## src/rtl/reg_bus_ctrl.sv

```systemverilog
// Bus transfer sequencer and two-port arbiter for a tri-state register bank.
// Ports:
//   CLK, CLR (sync high)
//   REQ/SRC/DST/EXT/DIN _A/_B  : requests
//   GNT_x, DONE_x              : grant and done pulse
//   OE, LD, EXT_OE, EXT_D, BUSY : bus controls
// Build option: define RR_ARB_EN for round-robin arbitration
//   (default is fixed priority, with A winning).
module reg_bus_ctrl #(
    parameter int NREG = 4,
    parameter int W    = 4,
    parameter int AW   = 2
) (
    input  logic            CLK,
    input  logic            CLR,
    input  logic            REQ_A,
    input  logic [AW-1:0]   SRC_A,
    input  logic [AW-1:0]   DST_A,
    input  logic            EXT_A,
    input  logic [W-1:0]    DIN_A,
    input  logic            REQ_B,
    input  logic [AW-1:0]   SRC_B,
    input  logic [AW-1:0]   DST_B,
    input  logic            EXT_B,
    input  logic [W-1:0]    DIN_B,
    output logic            GNT_A,
    output logic            GNT_B,
    output logic            DONE_A,
    output logic            DONE_B,
    output logic [NREG-1:0] OE,
    output logic [NREG-1:0] LD,
    output logic            EXT_OE,
    output logic [W-1:0]    EXT_D,
    output logic            BUSY
);

    typedef enum logic [1:0] {
        S_IDLE, S_DRIVE, S_LATCH, S_DONE
    } state_t;

    state_t          state, state_nx;
    logic            own_b, own_b_nx;
    logic [AW-1:0]   src, src_nx, dst, dst_nx;
    logic            ext, ext_nx;
    logic [W-1:0]    din, din_nx;
    logic            pick_b;

    logic [NREG-1:0] oe_nx, ld_nx, src_dec;
    logic            ext_oe_nx, gnt_a_nx, gnt_b_nx;
    logic            done_a_nx, done_b_nx, busy_nx;
    logic [W-1:0]    ext_d_nx;

    // One-hot decode; indices >= NREG decode to zero.
    function automatic logic [NREG-1:0] dec(input logic [AW-1:0] idx);
        logic [NREG-1:0] v;
        v = '0;
        for (int i = 0; i < NREG; i++)
            if (idx == AW'(i)) v[i] = 1'b1;
        return v;
    endfunction

`ifdef RR_ARB_EN
    // prio_b set means B wins the next tie.
    logic prio_b;

    assign pick_b = REQ_B & (~REQ_A | prio_b);

    always_ff @(posedge CLK) begin
        if (CLR)
            prio_b <= 1'b0;
        else if (state == S_IDLE && (REQ_A || REQ_B))
            prio_b <= ~pick_b;
    end
`else
    assign pick_b = REQ_B & ~REQ_A;
`endif

    always_comb begin
        state_nx = state;
        own_b_nx = own_b;
        src_nx   = src;
        dst_nx   = dst;
        ext_nx   = ext;
        din_nx   = din;

        unique case (state)
            S_IDLE: begin
                if (REQ_A || REQ_B) begin
                    own_b_nx = pick_b;
                    src_nx   = pick_b ? SRC_B : SRC_A;
                    dst_nx   = pick_b ? DST_B : DST_A;
                    ext_nx   = pick_b ? EXT_B : EXT_A;
                    din_nx   = pick_b ? DIN_B : DIN_A;
                    // Register-to-itself copy skips the bus entirely.
                    if (!ext_nx && src_nx == dst_nx)
                        state_nx = S_DONE;
                    else
                        state_nx = S_DRIVE;
                end
            end
            S_DRIVE: state_nx = S_LATCH;
            S_LATCH: state_nx = S_DONE;
            S_DONE:  state_nx = S_IDLE;
            default: state_nx = S_IDLE;
        endcase
    end

    // Outputs are precomputed from the next state and registered.
    always_comb begin
        oe_nx     = '1;
        ld_nx     = '0;
        ext_oe_nx = 1'b0;
        ext_d_nx  = '0;
        gnt_a_nx  = 1'b0;
        gnt_b_nx  = 1'b0;
        done_a_nx = 1'b0;
        done_b_nx = 1'b0;
        busy_nx   = (state_nx != S_IDLE);
        src_dec   = dec(src_nx);

        if (state_nx == S_DRIVE || state_nx == S_LATCH) begin
            if (ext_nx) begin
                ext_oe_nx = 1'b1;
                ext_d_nx  = din_nx;
            end else begin
                oe_nx = ~src_dec;
            end
        end

        // No load unless something actually drives the bus.
        if (state_nx == S_LATCH && (ext_nx || (|src_dec)))
            ld_nx = dec(dst_nx);

        if (state_nx != S_IDLE) begin
            gnt_a_nx = ~own_b_nx;
            gnt_b_nx = own_b_nx;
        end

        if (state_nx == S_DONE) begin
            done_a_nx = ~own_b_nx;
            done_b_nx = own_b_nx;
        end
    end

    always_ff @(posedge CLK) begin
        if (CLR) begin
            state  <= S_IDLE;
            own_b  <= 1'b0;
            src    <= '0;
            dst    <= '0;
            ext    <= 1'b0;
            din    <= '0;
            OE     <= '1;
            LD     <= '0;
            EXT_OE <= 1'b0;
            EXT_D  <= '0;
            GNT_A  <= 1'b0;
            GNT_B  <= 1'b0;
            DONE_A <= 1'b0;
            DONE_B <= 1'b0;
            BUSY   <= 1'b0;
        end else begin
            state  <= state_nx;
            own_b  <= own_b_nx;
            src    <= src_nx;
            dst    <= dst_nx;
            ext    <= ext_nx;
            din    <= din_nx;
            OE     <= oe_nx;
            LD     <= ld_nx;
            EXT_OE <= ext_oe_nx;
            EXT_D  <= ext_d_nx;
            GNT_A  <= gnt_a_nx;
            GNT_B  <= gnt_b_nx;
            DONE_A <= done_a_nx;
            DONE_B <= done_b_nx;
            BUSY   <= busy_nx;
        end
    end

endmodule

```

## config.mk

```make
export PLATFORM = sky130hd
export DESIGN_NAME = reg_bus_ctrl
export DESIGN_NICKNAME = d
export VERILOG_FILES = /design/src/rtl/reg_bus_ctrl.sv
export SDC_FILE = /design/constraint.sdc
export NUM_CORES = 1
export LEC_CHECK = 0
export CELL_PAD_IN_SITES_DETAIL_PLACEMENT = 0
export CELL_PAD_IN_SITES_GLOBAL_PLACEMENT = 1
export CORE_ASPECT_RATIO = 2
export CORE_MARGIN = 2
export CORE_UTILIZATION = 34
export DETAILED_ROUTE_END_ITERATION = 6
export GPL_ROUTABILITY_DRIVEN = 0
export PLACE_DENSITY = 0.81
export SLEW_MARGIN = 20
export SYNTH_ARGS = -nofsm -noshare
export SYNTH_HDL_FRONTEND = slang
export SYNTH_SLANG_ARGS = --single-unit
export TNS_END_PERCENT = 50
```

## constraint.sdc

```tcl
create_clock -name CLK -period 2.52 [get_ports CLK]
set_input_delay 0.252 -clock CLK [delete_from_list [all_inputs] [get_ports CLK]]
set_output_delay 0.252 -clock CLK [all_outputs]
set_load 0.02 [all_outputs]
```

Yosys cells after proc, flatten, opt, wreduce, memory -nomap -nowiden
Index checks and enable logic that the tools add are counted.
{"block": "word_totals", "reg_bits": 30, "inputBits": 22, "wordCells": 80}
{"block": "classes", "eq_ne": 13, "mux": 26, "bitwise": 9, "reduce_logical": 17}
{"op": "== test 2 bit (second input constant)", "n": 8}
{"op": "2-to-1 mux 2 bit", "n": 8}
{"op": "2-to-1 mux 1 bit", "n": 14}
{"op": "2-to-1 mux 4 bit", "n": 3}
{"op": "== test 2 x 1 -> 1 bit (second input constant)", "n": 4}
{"op": "case mux 2 bit (4 select lines)", "n": 1}
{"op": "OR reduction 2 bit", "n": 4}
{"op": "inverter 1 bit", "n": 7}
{"op": "zero test 2 bit", "n": 3}
{"op": "OR reduction 3 bit", "n": 2}
{"op": "inverter 4 bit", "n": 1}
{"op": "OR reduction 4 bit", "n": 1}
{"op": "logical OR 1 bit", "n": 3}
{"op": "== test 2 bit", "n": 1}
{"op": "logical AND 1 bit", "n": 2}
{"op": "nonzero test 2 bit", "n": 1}
{"op": "bitwise AND 1 bit", "n": 1}
{"op": "zero test 1 bit", "n": 1}

Logic depth before layout (Yosys ltp)
Gate-level depths: netlist (run 1).
{"block": "logic_depth", "ltp_word": 12, "mapped_depth": 10}

Least setup slack after synthesis (run 1)
No wires, ideal clock.
{"block": "synth_path", "path_kind": "in2reg", "start": "in REQ_B", "end": "reg OE[3]", "arrival_ps": 2013, "t_required_ps": 2386, "path_slack_ps": 373, "path_stages": 9, "path_cell_list": "buf_2 -> buf_2 -> o31ai_1 -> a21oi_1 -> or2_1 -> ha_1 -> nor2b_1 -> nand3_1 -> or4_1"}
{"block": "synth_via", "elab_chain_len": 11, "word_cells_on_any_way": 23, "classes_between": "4 x eq/ne; 11 x mux; 3 x bitwise; 5 x reduce/logical"}
{"element": "from (decl)", "line_no": "21", "source": "input logic REQ_B,"}
{"element": "bitwise AND 1 bit", "line_no": "75", "source": "assign pick_b = REQ_B & ~REQ_A;"}
{"element": "2-to-1 mux 2 bit, or another cell as far along", "line_no": "90", "source": "src_nx = pick_b ? SRC_B : SRC_A;"}
{"element": "== test 2 bit or zero test 1 bit (tied branches)", "line_no": "95", "source": "if (!ext_nx && src_nx == dst_nx)"}
{"element": "logical AND 1 bit", "line_no": "95"}
{"element": "2-to-1 mux 2 bit", "line_no": "95"}
{"element": "2-to-1 mux 2 bit", "line_no": "88", "source": "if (REQ_A || REQ_B) begin"}
{"element": "case mux 2 bit (4 select lines)", "line_no": "86", "source": "unique case (state)"}
{"element": "== test 2 x 1 -> 1 bit or == test 2 bit (tied branches)", "line_no": "121", "source": "if (state_nx == S_DRIVE || state_nx == S_LATCH) begin"}
{"element": "logical OR 1 bit", "line_no": "121"}
{"element": "inverter 1 bit (no line)"}
{"element": "OR reduction 3 bit (no line)"}
{"element": "to (signal assigned)", "line_no": "169", "source": "OE <= oe_nx;"}
{"element": "to (decl)", "line_no": "30", "source": "output logic [NREG-1:0] OE,"}
Parallel ways exist; a longest one is shown, timed or not.
A chain may end at the register's enable or synchronous reset.

Worst setup path in the final report (run 1)
{"block": "layout_path", "start": "in REQ_A", "end": "reg OE[3]"}
{"block": "layout_via", "elab_chain_len": 12, "word_cells_on_any_way": 24, "classes_between": "4 x eq/ne; 11 x mux; 4 x bitwise; 5 x reduce/logical"}
{"element": "from (decl)", "line_no": "16", "source": "input logic REQ_A,"}
{"element": "inverter 1 bit", "line_no": "75"}
{"element": "bitwise AND 1 bit", "line_no": "75"}
{"element": "2-to-1 mux 2 bit, or another cell as far along", "line_no": "90"}
{"element": "== test 2 bit or zero test 1 bit (tied branches)", "line_no": "95"}
{"element": "logical AND 1 bit", "line_no": "95"}
{"element": "2-to-1 mux 2 bit", "line_no": "95"}
{"element": "2-to-1 mux 2 bit", "line_no": "88"}
{"element": "case mux 2 bit (4 select lines)", "line_no": "86"}
{"element": "== test 2 x 1 -> 1 bit or == test 2 bit (tied branches)", "line_no": "121"}
{"element": "logical OR 1 bit", "line_no": "121"}
{"element": "inverter 1 bit (no line)"}
{"element": "OR reduction 3 bit (no line)"}
Parallel ways exist; a longest one is shown, timed or not.

==> reports/results.tsv, run 1 <==
metric	value	unit
outcome	finished, final reports clean	
GR Util met1	16.8	%
met2 Use GR	27.2	%
Clock Latency Late Sink	280	ps
Tcrit/Tclk final	94.7	%
Syn Nets	170	
first-pass GRT wire length	5.19	mm
worst path required time	2670	ps
final net count	216	
Post-Syn Area per Cell	9.18	um^2
critical path endpoint category	flip-flop	
die height	91.6	um
antenna-violating nets left	0	
row cnt	31	
dpl cells	230	
Final Slew Violations	0	
Worst Hold Class	reg2reg	
RSZ-0062 raised after global routing	false	
fill count	376	
post-CTS setup buffer count	0	
Max Fclk	419	MHz
drt pass-1 iters	4	
max_slew headroom	71.2	%
mapped cell area	1300	um^2
hold slack	535	ps
Buffers on Ports	39	
Vias/cell	4.88	
Root Buffer	clkbuf_8	
total negative slack	0	ps
Final Hold Fails	0	
Die X-Extent	47.8	um
Core ar.	3650	um^2
clock tree sinks	30	
maximum vdd drop	0.569	mV
worst slew pin tran	432	ps
share of cells above drive strength 1	11.1	%
Die Area	4380	um^2
CTS Hold Bufs	0	
vias in the first global route	1182	
Seq cells post-synth	30	
Residual DRC	0	
max_cap viols	0	
setup ws final	135	ps
pwr dens	1050	nW/um^2
CTS Buf Count	5	
drt total wl	3.25	mm
Setup crit start kind	input port	
Final Non-Filler Cells	238	
Leak	0.731	nW
CP arrival	2540	ps
Final setup violation count	0	
DRT iter0 DRCs	16	
gr ovfl total	0	
Unique masters post-synth	29	
Max FO, Critical Path	3	
antenna diode count	0	
Ports	40	
antenna violations before repair	0	
Longest Clk Path Bufs	2	
Most Used Layer, Global Route	met2	
final core occ	51.3	%
Cells after Synth	142	
Post-Place Worst Slack	-175	ps
detailed-route via count	1161	
H-Tree Depth	2	
crit path kind	in2reg	
met3 Usage GRT	5.57	%
final worst path period need	2390	ps
CTS tree	yes	
Clock Pin Slew Worst Setup and Hold Paths	60	ps
post-synthesis sequential area ratio	46.1	%
wire length per cell	13.7	um
largest net degree at the start of global routing	18	
worst clock skew	6.04	ps
starting density of the core	35.8	%
Global Route Usage Sum	16.5	%
Area growth, synth to finish	43.6	%
Final HPWL DP	2.46	mm
Yosys warnings	0	
-- placed cells by master, fill, tap and decap left out, drive strengths merged, types with 2 or more instances in the layout --
cell,Yosys,layout
nor2,22,22
inv,5,5
nand3b,2,2
nand3,12,12
a221oi,8,8
buf,5,7
nand2b,12,12
dfxtp,30,30
nand2,2,2
clkbuf,2,6
ha,6,6
xor2,4,4
o21ai,2,2
clkdlybuf4s50,0,39
nor3b,3,3
a21oi,10,10
nor3,4,4
and2,3,3
-- metal layers --
metal,vias to the layer above,share of wire (%)
met5,-,0
met4,0,2.8
met3,9,3.2
met2,30,56
met1,540,37
li1,582,-
-- through the flow --
step           power [mW]  instance area, um^2
2_1_floorplan        1.25                 1300
6_report             1.97                 1870
5_1_grt              2.11                 1870
3_5_place_dp         1.58                 1770
4_1_cts              1.99                 1860
3_3_place_gp         1.56                 1770
-- worst paths after layout --
path / from / endpoint / slack, ps / depth (start not counted)
worst max-delay path: REQ_A / OE[3] / 130 / 9
worst min-delay path: src[0] / OE[0] / 540 / 2
worst max register to register: state[0] / OE[3] / 320 / 9
worst min register to register: src[0] / OE[0] / 540 / 2
-- cell type report --
| class | instances | area (um^2) | share of cell area (%) |
|---|---|---|---|
| Clock inverter | 2 | 12.5 | 0.668 |
| Timing Repair Buffer | 46 | 443 | 23.7 |
| Inverter | 5 | 18.8 | 1.00 |
| Sequential cell | 30 | 601 | 32.1 |
| Tap cell | 49 | 61.3 | 3.28 |
| Clock buffer | 6 | 82.6 | 4.41 |
| Multi-Input combinational cell | 100 | 653 | 34.9 |
-- worst max-delay path, cell delays in order --
cell and delay [ps]:
clkdlybuf4s50_1 430, nand2b_1 220, o32ai_2 270, a21oi_1 110
or2_1 240, ha_1 270, nor2b_1 170, nand3_1 100
or4_1 460
-- power by group --
group | internal, mW | switching [mW]
clock network | 0.219 | 0.176
logic | 0.408 | 0.520
registers | 0.599 | 0.0466
total | 1.23 | 0.743
-- state kept, by name, indices dropped and copies added, names as in the netlist --
name    flops
EXT_D       4
LD          4
OE          4
din         4
dst         2
src         2
state       2
BUSY        1
DONE_A      1
DONE_B      1
EXT_OE      1
GNT_A       1
GNT_B       1
ext         1
own_b       1
-- synth_stat cells (all sizes together) --
cell	instances	share of area (%)
dfxtp	30	46
nor2	22	6.3
nand2b	12	5.8
nand3	12	4.6
a21oi	10	3.8
a221oi	8	7.3
ha	6	5.8
buf	5	2.4
inv	5	1.4
nor3	4	1.5
xor2	4	2.7
and2	3	1.4
nor3b	3	1.7
clkbuf	2	0.58
nand2	2	0.58
nand3b	2	1.2
o21ai	2	0.77
a31o	1	0.67
and3b	1	0.67
mux2i	1	0.77
nor2b	1	0.48
o21a	1	0.58
o31ai	1	0.58
o32ai	1	0.67
or2	1	0.48
or2b	1	0.58
or4	1	0.58
-- logic make-up (layout without fill, tap and decap cells) --
group	Yosys count	in the layout	synth area share, %
multiplexers	1	1	0.768
AO/OA/AOI/OAI	24	24	14.4
AND/OR/NAND/NOR	65	65	25.9
flip-flops	30	30	46.1
adder cells (fa/ha/maj)	6	6	5.76
buffers and inverters	12	59	4.41
XOR/XNOR	4	4	2.69
-- timing repair --
item	CTS	global route
endpoints found under the hold margin	0	0
endpoints found under the setup margin	0	1
resized for setup	0	1
Note: power is estimated with default switching activity, not from simulation.
==> run 2: changes to the inputs <==
--- a/config.mk
+++ b/config.mk
@@ -5,14 +5,15 @@
 export SDC_FILE = /design/constraint.sdc
 export NUM_CORES = 1
 export LEC_CHECK = 0
+export ABC_AREA = 1
 export CELL_PAD_IN_SITES_DETAIL_PLACEMENT = 0
 export CELL_PAD_IN_SITES_GLOBAL_PLACEMENT = 1
 export CORE_ASPECT_RATIO = 2
 export CORE_MARGIN = 2
-export CORE_UTILIZATION = 34
+export CORE_UTILIZATION = 33
 export DETAILED_ROUTE_END_ITERATION = 6
 export GPL_ROUTABILITY_DRIVEN = 0
-export PLACE_DENSITY = 0.81
+export PLACE_DENSITY = 0.79
 export SLEW_MARGIN = 20
 export SYNTH_ARGS = -nofsm -noshare
 export SYNTH_HDL_FRONTEND = slang
==> run 2 against run 1 <==
  * Sequential power hardly changed
  * Critical endpoint is now OE[1]
  * First-iteration DRC count is 69% lower
  * Combinational power is 8% higher
  * Clock skew hardly changed
  * Critical path depth is 5 higher
  * Via count is 3.3% lower
  * Setup slack better by 260 ps
  * Maximum frequency is 12% higher
  * Cell area is 1.5% higher
  * Synthesized cell count is 14% higher
  * Power is 4.2% higher
  * Sequential share of layout area is 0.49 points lower
==> reports/results.tsv, run 2 <==
metric	value	unit	change
outcome	finished, final reports clean		unchanged
starting density of the core	34.5	%	was 35.8%
Cells after Synth	162		was 142
Post-Synth Adder-Cell Area	5.60	%	was 5.76%
Reg2Reg Depth	9		unchanged
critical path endpoint category	flip-flop		unchanged
Buffers on Ports	39		unchanged
Yosys warnings	0		unchanged
share of cells above drive strength 1	20.0	%	was 11.1%
complex-gate fraction of the synthesized area	10.8	%	was 14.4%
Clock Pin Slew Worst Setup and Hold Paths	70	ps	was 60 ps
worst clock skew	5.97	ps	was 6.04 ps
clock tree sinks	30		unchanged
largest net degree at the start of global routing	16		was 18
DRT iter0 DRCs	5		was 16
mapped cell area	1340	um^2	was 1300 um^2
RR Endpoint	OE[1]		was OE[3]
Longest Clk Path Bufs	2		unchanged
Post-CTS Resized	0		unchanged
Syn Nets	190		was 170
Synth Area in XOR/XNOR	0	%	was 2.69%
post-synthesis mux area share	0	%	was 0.768%
ys flop type	dfxtp_1		unchanged
Die X-Extent	49.1	um	was 47.8 um
top cell type by total area after synthesis	dfxtp_1		unchanged
CTS Hold Bufs	0		unchanged
first-pass GRT wire length	5.06	mm	was 5.19 mm
commonest non-fill, non-tap cell in the layout	clkdlybuf4s50_1		unchanged
detailed-route via count	1123		was 1161
RSZ-0062 raised after global routing	false		unchanged
gr ovfl total	0		unchanged
most common library cells after synthesis	dfxtp_1, nand2_1, inv_1		was dfxtp_1, nor2_1, nand2b_1, nand3_1, a21oi_1
Final Slew Violations	0		unchanged
final worst path period need	2130	ps	was 2390 ps
CP arrival	2280	ps	was 2540 ps
most frequent cell after synthesis	dfxtp_1		unchanged
drt total wl	3.01	mm	was 3.25 mm
Final HPWL DP	2.44	mm	was 2.46 mm
FF/Latch Area	601	um^2	unchanged
commonest non-fill, non-tap cells in the layout	clkdlybuf4s50_1, dfxtp_1, nand2_1		was clkdlybuf4s50_1, dfxtp_1, nor2_1
EDFF count, synth	0		unchanged
wire length per cell	11.5	um	was 13.7 um
Leak	0.880	nW	was 0.731 nW
Vias/cell	4.30		was 4.88
Max Fclk	470	MHz	was 419 MHz
Worst Hold End	dst[0]		was OE[0]
max_cap viols	0		unchanged
total negative slack	0	ps	unchanged
Worst R2R Setup Slack	670	ps	was 320 ps
drt pass-1 iters	6		was 4
area occupied by multi-input gates	603	um^2	was 653 um^2
worst path required time	2670	ps	about the same
Unique masters post-synth	30		was 29
Max FO, Critical Path	5		was 3
Area contributors post-synth	dfxtp_1, nand2_1, inv_1, ha_1, nor2_1		was dfxtp_1, nor2_1, ha_1, nand2b_1, nand3_1
Root Buffer	clkbuf_8		unchanged
hold slack	524	ps	was 535 ps
Tcrit/Tclk final	84.5	%	was 94.7%
Setup crit start kind	input port		unchanged
Residual DRC	0		unchanged
pwr dens	1080	nW/um^2	was 1050 nW/um^2
post-synthesis simple-gate area fraction	28.5	%	was 25.9%
main combinational cell family by area after synthesis	simple AND/OR/NAND/NOR gates		unchanged
Clock Latency Late Sink	280	ps	about the same
row cnt	32		was 31
post-CTS setup buffer count	0		unchanged
maximum vdd drop	0.569	mV	about the same
hold path startpoint	dst[0]		was src[0]
fill count	409		was 376
Ports	40		unchanged
Global Route Usage Sum	14.7	%	was 16.5%
Synth top area share	44.8	%	was 46.1%
vias in the first global route	1216		was 1182
Final setup violation count	0		unchanged
Die Area	4620	um^2	was 4380 um^2
max_slew headroom	58.8	%	was 71.2%
Seq cells post-synth	30		unchanged
Worst Hold Class	reg2reg		unchanged
hold depth	2		unchanged
antenna diode count	0		unchanged
post-synthesis sequential area ratio	44.8	%	was 46.1%
asr flop ratio synth	0	%	unchanged
antenna violations before repair	0		unchanged
crit path kind	in2reg		unchanged
Worst R2R Start	state[0]		unchanged
antenna-violating nets left	0		unchanged
Final Hold Fails	0		unchanged
Post-Syn Area per Cell	8.28	um^2	was 9.18 um^2
worst slew pin tran	615	ps	was 432 ps
final net count	237		was 216
CTS Buf Count	5		unchanged
CTS tree	yes		unchanged
H-Tree Depth	2		unchanged
die height	94.2	um	was 91.6 um
Core ar.	3880	um^2	was 3650 um^2
Area growth, synth to finish	41.7	%	was 43.6%
-- run 2: cell count changes in the layout (fill, tap and decap cells not counted), moves of 5 or more --
cell      delta
nand2_1     +25
inv_2        +5
nor2_1       -7
nand2b_1    -12
nor2_2       +5
inv_1       +19
-- run 2: logic make-up (layout without fill, tap and decap cells) --
logic type | after synthesis | in the layout
AND/OR/NAND/NOR | 76 | 76
buffers and inverters | 33 | 81
flip-flops | 30 | 30
AO/OA/AOI/OAI | 17 | 17
adder cells (fa/ha/maj) | 6 | 6
-- run 2: power by group --
| group | internal, mW | total [mW] | switching [mW] |
|---|---|---|---|
| Clock | 0.219 | 0.404 | 0.185 |
| Sequential | 0.602 | 0.646 | 0.0437 |
| Combinational | 0.422 | 1.00 | 0.580 |
| Total | 1.24 | 2.05 | 0.809 |
-- run 2: routing by layer --
metal  global-route usage, %  up-vias  share of wire (%)
met5                       0        -                  0
met4                    11.9        0                4.8
met3                    2.71        9                3.2
met2                    28.3       28                 59
met1                    12.5      496                 33
li1                        -      590                  -
-- run 2: worst max path at each step --
stage	startpoint	end	slack [ps]	cells past startpoint
after floorplan	REQ_B	OE[0]	730	14
after global placement	REQ_B	OE[0]	160	14
after detailed placement	REQ_B	OE[2]	90	14
after CTS	REQ_B	OE[2]	380	14
after global routing	REQ_B	OE[2]	90	14
final	REQ_B	OE[1]	390	14
-- run 2: metrics by stage --
step | area [um^2] | util (%) | worst slack, ps | instances | total power [mW]
floorplan | 1340 | - | 731 | 162 | 1.34
global placement | 1810 | 46.5 | 162 | 253 | 1.65
detailed placement | 1810 | 46.5 | 86.0 | 253 | 1.67
CTS | 1900 | 48.9 | 384 | 261 | 2.09
global route | 1900 | 48.9 | 86.3 | 261 | 2.21
finish | 1900 | 48.9 | 391 | 261 | 2.05
-- run 2: critical path, stage by stage --
cell             delay, ps
clkdlybuf4s50_1        600
inv_1                   60
nor2_1                 170
nand2_1                 70
nand2_1                 80
nand2_1                 50
nand2_1                 50
nand3_1                 70
nand2_1                 70
nand2_2                 70
ha_1                   290
inv_1                   50
nor3_2                 270
nand3_1                110
-- run 2: area by class of cell --
type,instances,area share [%]
multi-input combinational,99,31.7
sequential,30,31.6
timing repair buffer,43,22.1
inverter,30,6.19
clock buffer,6,4.34
tap,51,3.36
clock inverter,2,0.658
==> run 3: changes to the inputs <==
--- a/config.mk
+++ b/config.mk
@@ -10,10 +10,10 @@
 export CELL_PAD_IN_SITES_GLOBAL_PLACEMENT = 1
 export CORE_ASPECT_RATIO = 2
 export CORE_MARGIN = 2
-export CORE_UTILIZATION = 33
+export CORE_UTILIZATION = 30
 export DETAILED_ROUTE_END_ITERATION = 6
 export GPL_ROUTABILITY_DRIVEN = 0
-export PLACE_DENSITY = 0.79
+export PLACE_DENSITY = 0.76
 export SLEW_MARGIN = 20
 export SYNTH_ARGS = -nofsm -noshare
 export SYNTH_HDL_FRONTEND = slang
==> constraint.sdc (replaced) <==
create_clock -name CLK -period 1.8 [get_ports CLK]
set_input_delay 0.18 -clock CLK [delete_from_list [all_inputs] [get_ports CLK]]
set_output_delay 0.18 -clock CLK [all_outputs]
set_load 0.02 [all_outputs]
==> run 3 against run 2 <==
  * Flip-flop and latch count is the same
  * Global-route usage fell by 0.99 points
  * First-iteration DRC count grew to 2.6 times the previous value
  * Combinational power up 80%
  * Largest cell class unchanged
==> reports/results.tsv, run 3 (synthesis gave the netlist of run 2 again) <==
metric	value	unit	change
largest net degree at the start of global routing	13		was 16
row cnt	34		was 32
Area growth, synth to finish	58.1	%	was 41.7%
Max FO, Critical Path	4		was 5
antenna violations before repair	0		unchanged
CP arrival	1870	ps	was 2280 ps
Tot Pwr	3.27	mW	was 2.05 mW
Final HPWL DP	2.37	mm	was 2.44 mm
CTS tree	yes		unchanged
total negative slack	0	ps	unchanged
DRT iter0 DRCs	13		was 5
antenna-violating nets left	0		unchanged
gr ovfl total	0		unchanged
Final Slew Violations	0		unchanged
wire length per cell	10.8	um	was 11.5 um
worst path required time	1960	ps	was 2670 ps
Vias/cell	4.20		was 4.30
starting density of the core	30.9	%	was 34.5%
clock tree sinks	30		unchanged
hold path startpoint	dst[0]		unchanged
Reg2Reg Depth	11		was 9
pwr dens	1540	nW/um^2	was 1080 nW/um^2
worst clock skew	2.11	ps	was 5.97 ps
CTS Buf Count	5		unchanged
Residual DRC	0		unchanged
commonest non-fill, non-tap cell in the layout	clkdlybuf4s50_1		unchanged
Longest Clk Path Bufs	2		unchanged
cell mode on critical path	ha_4		was nand2_1
final net count	255		was 237
Max Fclk	583	MHz	
CP peak stage delay	350	ps	was 600 ps
share of cells above drive strength 1	32.0	%	was 20.0%
Clock Latency Late Sink	280	ps	about the same
final worst path period need	1720	ps	
crit path kind	reg2reg		was in2reg
Worst R2R Start	state[0]		unchanged
hold depth	2		unchanged
commonest non-fill, non-tap cells in the layout	clkdlybuf4s50_1, dfxtp_1, nand2_1		unchanged
Worst Setup SP	state[0]		was REQ_B
max_slew headroom	69.7	%	was 58.8%
FF/Latch Area	603	um^2	was 601 um^2
Die X-Extent	51.3	um	was 49.1 um
Levels on crit path	11		was 14
Worst Hold Class	reg2reg		unchanged
Worst R2R Setup Slack	80	ps	was 670 ps
first-pass GRT wire length	5.06	mm	about the same
critical path endpoint category	flip-flop		unchanged
Global Route Usage Sum	13.7	%	was 14.7%
Setup crit start kind	flip-flop		was input port
outcome	finished, final reports clean		unchanged
Clock Pin Slew Worst Setup and Hold Paths	60	ps	was 70 ps
worst slew pin tran	453	ps	was 615 ps
cell family with most CP delay	simple AND/OR/NAND/NOR gates		unchanged
Die Area	5050	um^2	was 4620 um^2
Final Hold Fails	0		unchanged
Worst Path Buf+Inv	4		was 3
maximum vdd drop	0.824	mV	was 0.569 mV
max_cap viols	0		unchanged
die height	98.6	um	was 94.2 um
Root Buffer	clkbuf_8		unchanged
area occupied by multi-input gates	668	um^2	was 603 um^2
Buffers on Ports	39		unchanged
Ports	40		unchanged
Final setup violation count	0		unchanged
Leak	0.994	nW	was 0.880 nW
drt pass-1 iters	3		was 6
fill count	463		was 409
Core ar.	4340	um^2	was 3880 um^2
Tcrit/Tclk final	95.4	%	
vias in the first global route	1197		was 1216
H-Tree Depth	2		unchanged
drt total wl	3.04	mm	was 3.01 mm
critical-path cell list	inv_4 > ha_4 > buf_4 > inv_1 > a21oi_1 > nand2_1 > nand2_2 > ha_4 > inv_2 > nor3_4 > nand3_1		was clkdlybuf4s50_1 > inv_1 > nor2_1 > nand2_1 > nand2_1 > nand2_1 > nand2_1 > nand3_1 > nand2_1 > nand2_2 > ha_1 > inv_1 > nor3_2 > nand3_1
Worst path slowest cell	dfxtp_2		was clkdlybuf4s50_1
detailed-route via count	1183		was 1123
antenna diode count	0		unchanged
-- run 3: cell types whose count changed in the layout (fill, tap and decap cells not counted), moves of 3 or more --
cell             before  now
ha_4                  0    3
inv_1                24   21
buf_4                 4   20
ha_1                  6    3
clkdlybuf4s50_1      39   35
-- run 3: cell type report --
cell class / count / area share, %
Sequential cell: 30 / 28.4
Multi-Input combinational cell: 99 / 31.5
Clock buffer: 6 / 3.89
Clock inverter: 2 / 0.590
Inverter: 30 / 5.66
Timing Repair Buffer: 61 / 26.7
Tap cell: 54 / 3.19
-- run 3: path summary, 6_finish.rpt --
kind	endpoint
setup / recovery	OE[3]
hold / removal	dst[0]
setup reg to reg	OE[3]
hold reg to reg	dst[0]
-- run 3: metal layers --
metal	wire [um]	global-route usage (%)	vias to the layer above
li1	-	-	629
met1	1030	11.6	519
met2	1770	26.7	29
met3	139	2.58	6
met4	97	9.11	0
met5	0	0	-
-- run 3: repair_timing --
action / 4_1_cts / 5_1_grt
endpoints found under the setup margin: 4 / 9
resized for setup: 6 / 19
hold buffers: 0 / 0
buffers inserted: 0 / 4
pin swaps: 2 / 9
-- run 3: worst min-delay path, cell delays in order, from the launching register on --
cell and delay (ps):
dfxtp_1 320, o21ai_2 80, nor2_1 80
-- run 3: through the flow --
stage	utilization (%)	setup WS (ps)	hold WS, ps	instances	instance area (um^2)
2_1_floorplan	-	82.7	344	162	1340
3_3_place_gp	44.1	-421	496	270	1910
3_5_place_dp	44.1	-475	507	270	1910
4_1_cts	46.6	25.2	522	278	2020
5_1_grt	48.9	-34.6	553	282	2120
6_report	48.9	83.5	515	282	2120
-- run 3: power breakdown --
group	internal, mW	switching (mW)	total [mW]
clock	0.307	0.250	0.557
combinational	0.858	0.944	1.80
sequential	0.847	0.0629	0.910
total	2.01	1.26	3.27
